$ cat src/rtl/match_controller.sv
// Referee FSM for a two-board best-of-ROUNDS snake match: start handshake, score latching, round compare, LED results.
// Optional macro PEER_TIMEOUT_EN: a peer that never finishes forfeits the round after TIMEOUT_CYCLES.
module match_controller #(
    parameter int unsigned ROUNDS      = 3,
    parameter int unsigned SCORE_W     = 4,
    parameter int unsigned HOLD_CYCLES = 65000000
`ifdef PEER_TIMEOUT_EN
    ,
    parameter int unsigned TIMEOUT_CYCLES = 650000000
`endif
) (
    input  logic               clk,
    input  logic               reset,
    input  logic               local_ready,
    input  logic               remote_ready,
    input  logic               local_over,
    input  logic               remote_over,
    input  logic [SCORE_W-1:0] score,
    input  logic [SCORE_W-1:0] r_score,
    output logic               game_run,
    output logic               game_clear,
    output logic [3:0]         round_no,
    output logic [3:0]         local_wins,
    output logic [3:0]         remote_wins,
    output logic               result_valid,
    output logic [1:0]         round_result,
    output logic               match_over,
    output logic [15:0]        led
);

    localparam int unsigned HOLD_W   = (HOLD_CYCLES > 1) ? $clog2(HOLD_CYCLES) : 1;
    localparam int unsigned WIN_NEED = ROUNDS / 2 + 1;
`ifdef PEER_TIMEOUT_EN
    localparam int unsigned TO_W = (TIMEOUT_CYCLES > 1) ? $clog2(TIMEOUT_CYCLES) : 1;
`endif

    localparam logic [1:0] RES_NONE   = 2'b00;
    localparam logic [1:0] RES_LOCAL  = 2'b01;
    localparam logic [1:0] RES_REMOTE = 2'b10;
    localparam logic [1:0] RES_DRAW   = 2'b11;

    typedef enum logic [2:0] {
        IDLE,
        CLEAR,
        PLAY,
        WAIT_PEER,
        COMPARE,
        SHOW,
        DONE
    } state_t;

    state_t              state, state_d;
    logic                game_run_d, game_clear_d, result_valid_d, match_over_d;
    logic [3:0]          round_no_d, local_wins_d, remote_wins_d;
    logic [1:0]          round_result_d, cmp_res;
    logic [15:0]         led_d;
    logic [SCORE_W-1:0]  loc_score, loc_score_d, rem_score, rem_score_d;
    logic                loc_done, loc_done_d, rem_done, rem_done_d;
    logic [HOLD_W-1:0]   hold_cnt, hold_cnt_d;
    logic                decided;
`ifdef PEER_TIMEOUT_EN
    logic [TO_W-1:0]     to_cnt, to_cnt_d;
    logic                forced, forced_d;
`endif

    // State, outputs and round bookkeeping registers
    always_ff @(posedge clk or posedge reset) begin
        if (reset) begin
            state        <= IDLE;
            game_run     <= 1'b0;
            game_clear   <= 1'b0;
            round_no     <= 4'd0;
            local_wins   <= 4'd0;
            remote_wins  <= 4'd0;
            result_valid <= 1'b0;
            round_result <= RES_NONE;
            match_over   <= 1'b0;
            led          <= 16'h0000;
            loc_score    <= '0;
            rem_score    <= '0;
            loc_done     <= 1'b0;
            rem_done     <= 1'b0;
            hold_cnt     <= '0;
`ifdef PEER_TIMEOUT_EN
            to_cnt       <= '0;
            forced       <= 1'b0;
`endif
        end else begin
            state        <= state_d;
            game_run     <= game_run_d;
            game_clear   <= game_clear_d;
            round_no     <= round_no_d;
            local_wins   <= local_wins_d;
            remote_wins  <= remote_wins_d;
            result_valid <= result_valid_d;
            round_result <= round_result_d;
            match_over   <= match_over_d;
            led          <= led_d;
            loc_score    <= loc_score_d;
            rem_score    <= rem_score_d;
            loc_done     <= loc_done_d;
            rem_done     <= rem_done_d;
            hold_cnt     <= hold_cnt_d;
`ifdef PEER_TIMEOUT_EN
            to_cnt       <= to_cnt_d;
            forced       <= forced_d;
`endif
        end
    end

    // Next-state and next-output logic
    always_comb begin
        state_d        = state;
        round_no_d     = round_no;
        local_wins_d   = local_wins;
        remote_wins_d  = remote_wins;
        round_result_d = round_result;
        match_over_d   = match_over;
        loc_score_d    = loc_score;
        rem_score_d    = rem_score;
        loc_done_d     = loc_done;
        rem_done_d     = rem_done;
        hold_cnt_d     = hold_cnt;
        decided        = (local_wins >= 4'(WIN_NEED)) || (remote_wins >= 4'(WIN_NEED)) ||
                         (round_no == 4'(ROUNDS));
        cmp_res        = (loc_score > rem_score) ? RES_LOCAL :
                         (loc_score < rem_score) ? RES_REMOTE : RES_DRAW;
`ifdef PEER_TIMEOUT_EN
        to_cnt_d       = '0;
        forced_d       = forced;
        if (forced) cmp_res = loc_done ? RES_LOCAL : RES_REMOTE;
`endif

        case (state)
            IDLE: begin
                if (local_ready && remote_ready) state_d = CLEAR;
            end
            CLEAR: begin
                loc_score_d = '0;
                rem_score_d = '0;
                loc_done_d  = 1'b0;
                rem_done_d  = 1'b0;
                state_d     = PLAY;
            end
            PLAY, WAIT_PEER: begin
                // Each side's score is captured only on its first over
                if (local_over && !loc_done) begin
                    loc_score_d = score;
                    loc_done_d  = 1'b1;
                end
                if (remote_over && !rem_done) begin
                    rem_score_d = r_score;
                    rem_done_d  = 1'b1;
                end
                if (loc_done_d && rem_done_d)      state_d = COMPARE;
                else if (loc_done_d || rem_done_d) state_d = WAIT_PEER;
`ifdef PEER_TIMEOUT_EN
                if (state == WAIT_PEER && !(loc_done_d && rem_done_d)) begin
                    if (to_cnt == TO_W'(TIMEOUT_CYCLES - 1)) begin
                        forced_d = 1'b1;
                        state_d  = COMPARE;
                    end else begin
                        to_cnt_d = to_cnt + 1'b1;
                    end
                end
`endif
            end
            COMPARE: begin
                round_result_d = cmp_res;
                if (cmp_res == RES_LOCAL)  local_wins_d  = local_wins + 4'd1;
                if (cmp_res == RES_REMOTE) remote_wins_d = remote_wins + 4'd1;
                round_no_d = round_no + 4'd1;
                hold_cnt_d = '0;
`ifdef PEER_TIMEOUT_EN
                forced_d   = 1'b0;
`endif
                state_d    = SHOW;
            end
            SHOW: begin
                if (hold_cnt == HOLD_W'(HOLD_CYCLES - 1)) begin
                    round_result_d = RES_NONE;
                    if (decided) begin
                        match_over_d = 1'b1;
                        state_d      = DONE;
                    end else begin
                        state_d      = IDLE;
                    end
                end else begin
                    hold_cnt_d = hold_cnt + 1'b1;
                end
            end
            DONE: begin
                if (local_ready && remote_ready) begin
                    round_no_d    = 4'd0;
                    local_wins_d  = 4'd0;
                    remote_wins_d = 4'd0;
                    match_over_d  = 1'b0;
                    state_d       = CLEAR;
                end
            end
            default: state_d = IDLE;
        endcase

        game_run_d     = (state_d == PLAY) || (state_d == WAIT_PEER);
        game_clear_d   = (state_d == CLEAR);
        result_valid_d = (state_d == SHOW);

        // LED pattern follows the current state, so it lags a state change by one cycle
        case (state)
            SHOW: begin
                case (round_result)
                    RES_LOCAL: led_d = 16'hFFFF;
                    RES_DRAW:  led_d = 16'hFF00;
                    default:   led_d = 16'h0000;
                endcase
            end
            DONE: begin
                if (local_wins > remote_wins)       led_d = 16'hFFFF;
                else if (local_wins == remote_wins) led_d = 16'hAAAA;
                else                                led_d = 16'h0000;
            end
            default: led_d = {local_wins, 8'h00, remote_wins};
        endcase
    end

endmodule

$ cat config.mk
export PLATFORM = sky130hd
export DESIGN_NAME = match_controller
export DESIGN_NICKNAME = d
export VERILOG_FILES = /design/src/rtl/match_controller.sv
export SDC_FILE = /design/constraint.sdc
export NUM_CORES = 1
export LEC_CHECK = 0
export CAP_MARGIN = 20
export CORE_AREA = 10 10 116 97
export CTS_CLUSTER_DIAMETER = 80
export DETAILED_ROUTE_END_ITERATION = 6
export DIE_AREA = 0 0 126 107
export PLACE_DENSITY = 0.66
export SYNTH_ARGS = -nofsm -noshare
export SYNTH_HDL_FRONTEND = slang
export SYNTH_SLANG_ARGS = --single-unit
$ cat constraint.sdc
create_clock -name clk -period 6.75 [get_ports clk]
set_input_delay 1.35 -clock clk [delete_from_list [all_inputs] [get_ports clk]]
set_output_delay 1.35 -clock clk [all_outputs]
set_load 0.03 [all_outputs]
# Word-level counts from Yosys, hierarchy flattened
# Cells that the tools add are included.
# word_totals
inputBits,14
wordCells,110
out_inout_bits,34
ff_bits,73
# op_classes
muxes,36
eq_ne,25
n_reduce_logical,25
add_sub_neg,4
n_lt_le_gt_ge,5
# ops
cell,count
16-bit case mux with 2 select lines,2
26-bit case mux with 2 select lines,1
4-bit case mux with 2 select lines,5
16-bit two-way mux,2
"26-bit by 1-bit adder with 26-bit output, second input constant",1
"26-bit equality test, second input constant",1
26-bit two-way mux,1
4-bit two-way mux,5
"2-bit inequality test, second input constant",8
3-bit two-way mux,5
3-bit case mux with 5 select lines,1
"4-bit by 1-bit adder with 4-bit output, second input constant",3
"3-bit by 2-bit equality test with 1-bit output, second input constant",4
"3-bit equality test, second input constant",4
2-bit AND reduction,5
"4-bit by 2-bit >= comparator with 1-bit output, second input constant",2
4-bit > comparator,2
1-bit two-way mux,8
2-bit nonzero test,4
"3-bit by 1-bit equality test with 1-bit output, second input constant",2
1-bit case mux with 2 select lines,3
3-bit AND reduction,2
"2-bit by 1-bit equality test with 1-bit output, second input constant",2
"2-bit equality test, second input constant",2
11 further kinds,20

# Longest topological paths before layout
# depth
depth_word,10
mapped_depth,7
mapped_depth_nobuf,7

# Worst setup path before layout
# Ideal clock, no wire load.
# synth_path
path_kind,register to register
start,reg hold_cnt[6]
end,reg state[2]
setup_time_ps,137
t_arrival_ps,2120
path_slack_ps,4493
path_buffers,0
stages_incl_launch_ff,6
synth_period_minus_slack_ps,2257
t_required_ps,6613
cell_sequence,dfrtp_1 or4b_1 or4_4 or3_4 o31ai_2 o211ai_1
# synth_via
elab_chain_len,3
# synth_lines
element,line,rtl
start: declaration,59,"logic [HOLD_W-1:0] hold_cnt, hold_cnt_d;"
start signal: assignment,103,hold_cnt <= hold_cnt_d;
26-bit equality test,180,if (hold_cnt == HOLD_W'(HOLD_CYCLES - 1)) begin
3-bit two-way mux,180,
3-bit case mux with 5 select lines,134,case (state)
via state_d[2],52,"state_t state, state_d;"
end signal: assignment,89,state <= state_d;
end: declaration,52,
# The timed path passes the listed nets, and every way through them passes these cells.
# A chain may end at the register's enable or synchronous reset.

# Worst setup path after layout
# layout_path
start,reg local_wins[1]
end,out local_wins[1]
# layout_lines
element,line,rtl
start: declaration,23,"output logic [3:0] local_wins,"
start signal: assignment,93,local_wins <= local_wins_d;
# No word-level cell between the ends.

==> flow_summary.ini <==
[detailed_routing]
ant_nets = 0
drtIter0Drc = 145
dr.pass1.iters = 4
wirelength_mm = 8.02
num_vias = 2762
via_per_inst = 5.17
drc = 0
drt-wirelength-per-cell_microns = 15.0

[critical_path]
cp_slowest_stage_delay_ns = 0.75
rr_endpoint = hold_cnt[6]$_DFFE_PP0P_
worstPathArrival_ns = 1.59
r2r_slack_ns = 3.91
worstPathCellList = clkdlybuf4s50_1
cp.required_ns = 5.40
reg2reg_from = hold_cnt[6]$_DFFE_PP0P_
cp_num_buf_inv = 1
critPathLaunchType = flip-flop
critPathTopFamily = buffers and inverters
cp_max_fo = 8
slowest_stage = clkdlybuf4s50_1
end_kind = output port
reg2regPathDepth = 5
critical_path_class = reg2out

[pwr]
p_total_mw = 2.08
peakVddDrop_uv = 296
p_clk_share_pct = 24.3
swShare_pct = 41.8
internal_power_mw = 1.21
p_leak_nw = 1.87
combPwrFrac_pct = 43.8
pwr-share-seq_pct = 31.9
power.density_nw_per_um2 = 477
p_sw_mw = 0.870

[global_route]
first_global_vias = 2720
grt_use_met3_pct = 3.84
grt.overflow.total = 0
grtUsageMet2_pct = 17.1
antenna_found_initial = 0
grt_max_degree = 70
grt_pass1_wl_mm = 13.8
top_usage_layer = met2
grt.total_usage_pct = 12.1
grtUsageMet1_pct = 17.0

[logic_synthesis]
synth_top_area_share_pct = 49.6
synth_cells = 369
synth_edf_count = 0
ys_types = 44
synthTopCellsByCount = dfrtp_1 (69), nand2_1 (42), nor2_1 (34)
syn_avg_cell_area_sq_um = 9.44
synth.most_common_cell = dfrtp_1
syn-cell-area_sq_um = 3480
ys_ff_latch = 69
async_flop_share_pct = 100
synth_nets = 397
synth_top_area_cell = dfrtp_1
ys.flop_type = dfrtp_1
synthTopCellsByArea = dfrtp_1 (50%), ha_1 (5.0%), nand2_1 (4.5%), nand3_1 (4.3%), xnor2_1 (4.3%)
yosys_warnings = 0
yosysSeqAreaShare_pct = 49.6

[place]
portBuffers = 47
dpl.hpwl_mm = 5.79
place.gp.congestion = 0.841
placed_area_sq_um = 4040

[cells_and_area]
design_area_sq_um = 4360
fin_nets = 442
drive_gt1_share_pct = 6.21
utilization_pct = 48.9
area_growth_pct = 25.2
antenna_cells = 0

[die]
die_area_sq_um = 13500
die_h_microns = 107
rows = 31
start_util_pct = 39.0
floorplan.core_area_sq_um = 8920
io_pins = 48
die_x_microns = 126

[clock_network]
tritoncts = done
cts_root_buf = clkbuf_16
path_clk_slew_ns = 0.06
h-tree-depth = 3
cts_num_sinks = 69
cts_resized = 0
clk_latency_ns = 0.33
cts-hold-fix-buffers = 0
numCtsBuffers = 9
post_cts_buffers = 0
clockBufferDepth = 2

[worst_hold_path]
hold_path.class = reg2reg
hp-start = match_over$_DFFE_PP0P_
hold-path-endpoint = match_over$_DFFE_PP0P_
whs_path_depth = 2

[sta]
hold_ws_ns = 0.532
fin_tns_setup_ns = 0
min_period_ns = 2.94
finClkSkew_ns = 0.00676
fmax_ghz = 0.340
finalSetupViolCount = 0
hold_viol_final = 0
min_period_over_period_pct = 43.5
drv_slew = 0
rsz0062_at_grt = no
max-slew-margin-rel_pct = 29.0
tightest_slew_ns = 1.06

[flow_run]
max_cap_viol_count = 0

[run_status]
outcome = completed
==> worst max path at each step <==
| stage | start | to | slack [ns] | depth (start not counted) |
|---|---|---|---|---|
| 2_1_floorplan | reset | game_clear$_DFF_PP0_ | 3.66 | 1 |
| 3_3_place_gp | hold_cnt[6]$_DFFE_PP0P_ | hold_cnt[6]$_DFFE_PP0P_ | 3.99 | 5 |
| 3_5_place_dp | hold_cnt[6]$_DFFE_PP0P_ | hold_cnt[6]$_DFFE_PP0P_ | 3.96 | 5 |
| 4_1_cts | local_wins[1]$_DFFE_PP0P_ | local_wins[1] | 3.81 | 1 |
| 5_1_grt | hold_cnt[6]$_DFFE_PP0P_ | hold_cnt[6]$_DFFE_PP0P_ | 3.63 | 5 |
| 6_report | local_wins[1]$_DFFE_PP0P_ | local_wins[1] | 3.81 | 1 |
==> metrics by stage <==
step	cells	worst slack, ns
2_1_floorplan	369	3.66
3_3_place_gp	518	3.99
3_5_place_dp	518	3.96
4_1_cts	534	3.81
5_1_grt	534	3.63
6_report	534	3.81
==> per-layer routing <==
metal	vias to the layer above	wire length, microns
met2	80	3450
li1	1387	-
met5	-	0
met3	6	545
met4	0	74
met1	1289	3950
==> final cells by class <==
type                            count  area (sq um)
Fill cell                         851          4560
Multi-Input combinational cell    261          1590
Sequential cell                    69          1730
Clock buffer                        9           225
Clock inverter                      7          97.6
Tap cell                          115           144
Inverter                           24          90.1
Timing Repair Buffer               49           485
==> cells by family (layout without fill, tap and decap cells) <==
kind of cell    Yosys count  in the layout  synth area share, %
flops                    69             69                 49.6
simple gates            162            162                 23.5
fa+ha+maj                14             14                 5.03
xor+xnor                 19             19                 4.78
mux                       7              7                 2.01
buf+inv                  39             89                 4.71
compound gates           59             59                 10.4
==> power by group through the flow <==
stage | clock network (mW) | logic [mW] | registers, mW
final | 0.505 | 0.912 | 0.664
after global routing | 0.536 | 1.01 | 0.687
after CTS | 0.516 | 0.922 | 0.666
after detailed placement | 0 | 0.915 | 0.673
after global placement | 0 | 0.895 | 0.669
after floorplan | 0 | 0.473 | 0.785
==> placed cells by master (no fill, tap or decap), types with 2 or more instances in the layout <==
| cell type | Yosys | routed |
|---|---|---|
| dfrtp_1 | 69 | 69 |
| clkdlybuf4s50_1 | 0 | 47 |
| nand2_1 | 42 | 42 |
| nor2_1 | 34 | 34 |
| nand3_1 | 30 | 30 |
| inv_1 | 24 | 23 |
| o21ai_0 | 21 | 21 |
| xnor2_1 | 17 | 17 |
| a21oi_1 | 16 | 16 |
| ha_1 | 14 | 14 |
| nor4_1 | 13 | 13 |
| nor3_1 | 10 | 10 |
| clkbuf_16 | 0 | 9 |
| mux2i_1 | 7 | 7 |
| o31ai_1 | 5 | 5 |
| o21a_1 | 4 | 4 |
| or3_1 | 4 | 4 |
| o211ai_1 | 4 | 4 |
| nand4_1 | 4 | 4 |
| nand2b_1 | 3 | 3 |
| and4_1 | 3 | 3 |
| nor2b_1 | 3 | 3 |
| and3b_1 | 2 | 2 |
| or4_1 | 2 | 2 |
| and3_1 | 2 | 2 |
| nand3b_1 | 2 | 2 |
| o2bb2ai_1 | 2 | 2 |
| xor2_1 | 2 | 2 |
| bufinv_16 | 0 | 2 |
| clkinvlp_4 | 0 | 2 |
| buf_4 | 4 | 2 |
==> state kept, by name (all words and copies together), names as in the netlist <==
name          cells
game_run          1
round_result      2
match_over        1
hold_cnt         26
round_no          4
loc_done          1
remote_wins       4
state             3
result_valid      1
led              12
loc_score         4
rem_done          1
local_wins        4
game_clear        1
rem_score         4
Note: power is estimated with default switching activity, not from simulation.
==> patch: new RTL, same flow settings <==
Change the parameter `SCORE_W` from 4 to 6.
--- a/src/rtl/match_controller.sv
+++ b/src/rtl/match_controller.sv
@@ -2,7 +2,7 @@
 // Optional macro PEER_TIMEOUT_EN: a peer that never finishes forfeits the round after TIMEOUT_CYCLES.
 module match_controller #(
     parameter int unsigned ROUNDS      = 3,
-    parameter int unsigned SCORE_W     = 4,
+    parameter int unsigned SCORE_W     = 6,
     parameter int unsigned HOLD_CYCLES = 65000000
 `ifdef PEER_TIMEOUT_EN
     ,
Interface: changed (resized r_score and score); port bits go from 48 to 52. The function was not compared with the original's and may differ.
==> patch against the original RTL <==
  * Non-clock buffer count is 6 higher
  * Worst setup slack better by 0.021 ns
  * Register-to-register slack worse by 0.03 ns
  * Sequential cell count is 4 higher
  * Clock skew is 0.0013 ns lower
  * Cell count is 6.6% higher
  * Cell area is 6.4% higher
  * Synthesized cell count is 8.9% higher
  * First-iteration DRC count is 63% higher
  * Total power is 0.38% lower
  * Synthesized area is 8.3% higher
  * Wire length is 10% higher
  * Worst hold slack worse by 0.040 ns
  * Critical endpoint unchanged
==> patch: results (changes against the original RTL) <==
Setup path
  – CP max-delay cell: clkdlybuf4s50_1 (unchanged)
  – RR Startpoint: state[1] (was hold_cnt[6])
  – Worst Path Arrival: 1.57 ns (was 1.59 ns)
  – Slack of the worst reg-to-reg path: 3.88 ns (was 3.91 ns)

Synth
  – Post-synthesis sequential area ratio: 48.4% (was 49.6%)
  – Syn_nets: 436 (was 397)
  – Top area cells in the synthesized netlist: dfrtp_1, nand2_1, ha_1 (was dfrtp_1, ha_1, nand2_1)
  – Post-synth top cells: dfrtp_1, nand2_1, nand3_1, inv_1, o21ai_0 (was dfrtp_1, nand2_1, nor2_1, nand3_1, inv_1)
  – Synth cell types: 52 (was 44)

STA
  – Worst hold slack: 0.493 ns (was 0.532 ns)
  – Max-slew headroom: 37.0% (was 29.0%)
  – Post-Route Skew: 0.00543 ns (was 0.00676 ns)

Place
  – Dpl hpwl: 6.34 mm (was 5.79 mm)
  – Routability congestion estimate: 0.795 (was 0.841)
  – Port-buffer cells: 51 (was 47)

Global route
  – Vias in the first global route: 2967 (was 2720)
  – First-pass GRT wire length: 14.9 mm (was 13.8 mm)
  – Overall Global Routing Usage: 13.0% (was 12.1%)

Routing
  – Routed len/inst: 15.5 um (was 15.0 um)
  – Final antenna-violating net count: 0 (unchanged)
  – Drt initial violations: 236 (was 145)
  – Vias/cell: 5.46 (was 5.17)

Min path
  – Min-Delay Path Depth: 1 (was 2)
  – Hold_sp: hold_cnt[21] (was match_over)

Run status
  – Status: complete, no violations (unchanged)

Cells and area
  – Biggest regs: hold_cnt x26, led x12 (unchanged)
  – Nets: 484 (was 442)

Power
  – Leak pwr: 2.10 nW (was 1.87 nW)
==> patch: changes by cell type in the layout (fill, tap and decap cells not counted), moves of 5 or more <==
| cell | change |
|---|---|
| nand2_1 | +13 |
| mux2i_1 | +7 |
| nor3_1 | -5 |
| nor4_1 | -10 |
| xnor2_1 | -14 |
| nand4_1 | +5 |
| nor2_1 | -13 |
| a21oi_1 | +5 |
==> patch: through the flow <==
stage | area (sq um) | setup slack [ns] | cells
2_1_floorplan | 3770 | 3.55 | 402
3_3_place_gp | 4360 | 3.83 | 552
3_5_place_dp | 4360 | 3.70 | 552
4_1_cts | 4630 | 3.82 | 567
5_1_grt | 4640 | 3.61 | 569
6_report | 4640 | 3.83 | 569
==> patch: where the power goes <==
part           internal [W]  switching, W  leakage, nW
clock network      0.000255      0.000176        0.126
logic              0.000373      0.000577         1.01
registers          0.000564      0.000128        0.962
==> patch: worst register-to-register path, delay by kind of cell, from the launching register on <==
family / cells / cell delay [ns]
flops: 1 / 0.62
compound gates: 2 / 0.41
simple gates: 3 / 1.73
==> patch: cell type report <==
| class | instances | area (sq um) |
|---|---|---|
| tap | 115 | 144 |
| sequential | 73 | 1830 |
| timing repair buffer | 55 | 538 |
| clock inverter | 5 | 32.5 |
| multi-input combinational | 283 | 1760 |
| fill | 836 | 4280 |
| inverter | 28 | 105 |
| clock buffer | 10 | 239 |
==> patch: layer usage <==
metal  vias to the layer above  global-route usage (%)  share of wire, %
met3                        12                    3.35               6.4
met4                         0                    4.46               1.2
li1                       1525                       -                 -
met2                        79                    19.3                42
met5                         -                       0                 0
met1                      1490                    18.0                50
==> patch: kinds of logic after synthesis <==
kind of cell	synth area share, %
muxes	3.72
AOI/OAI and AO/OA	13.7
adders and majority gates	5.31
DFF	48.4
and+or+nand+nor	22.4
buffers and inverters	5.01
xor gates and xnor gates	1.39
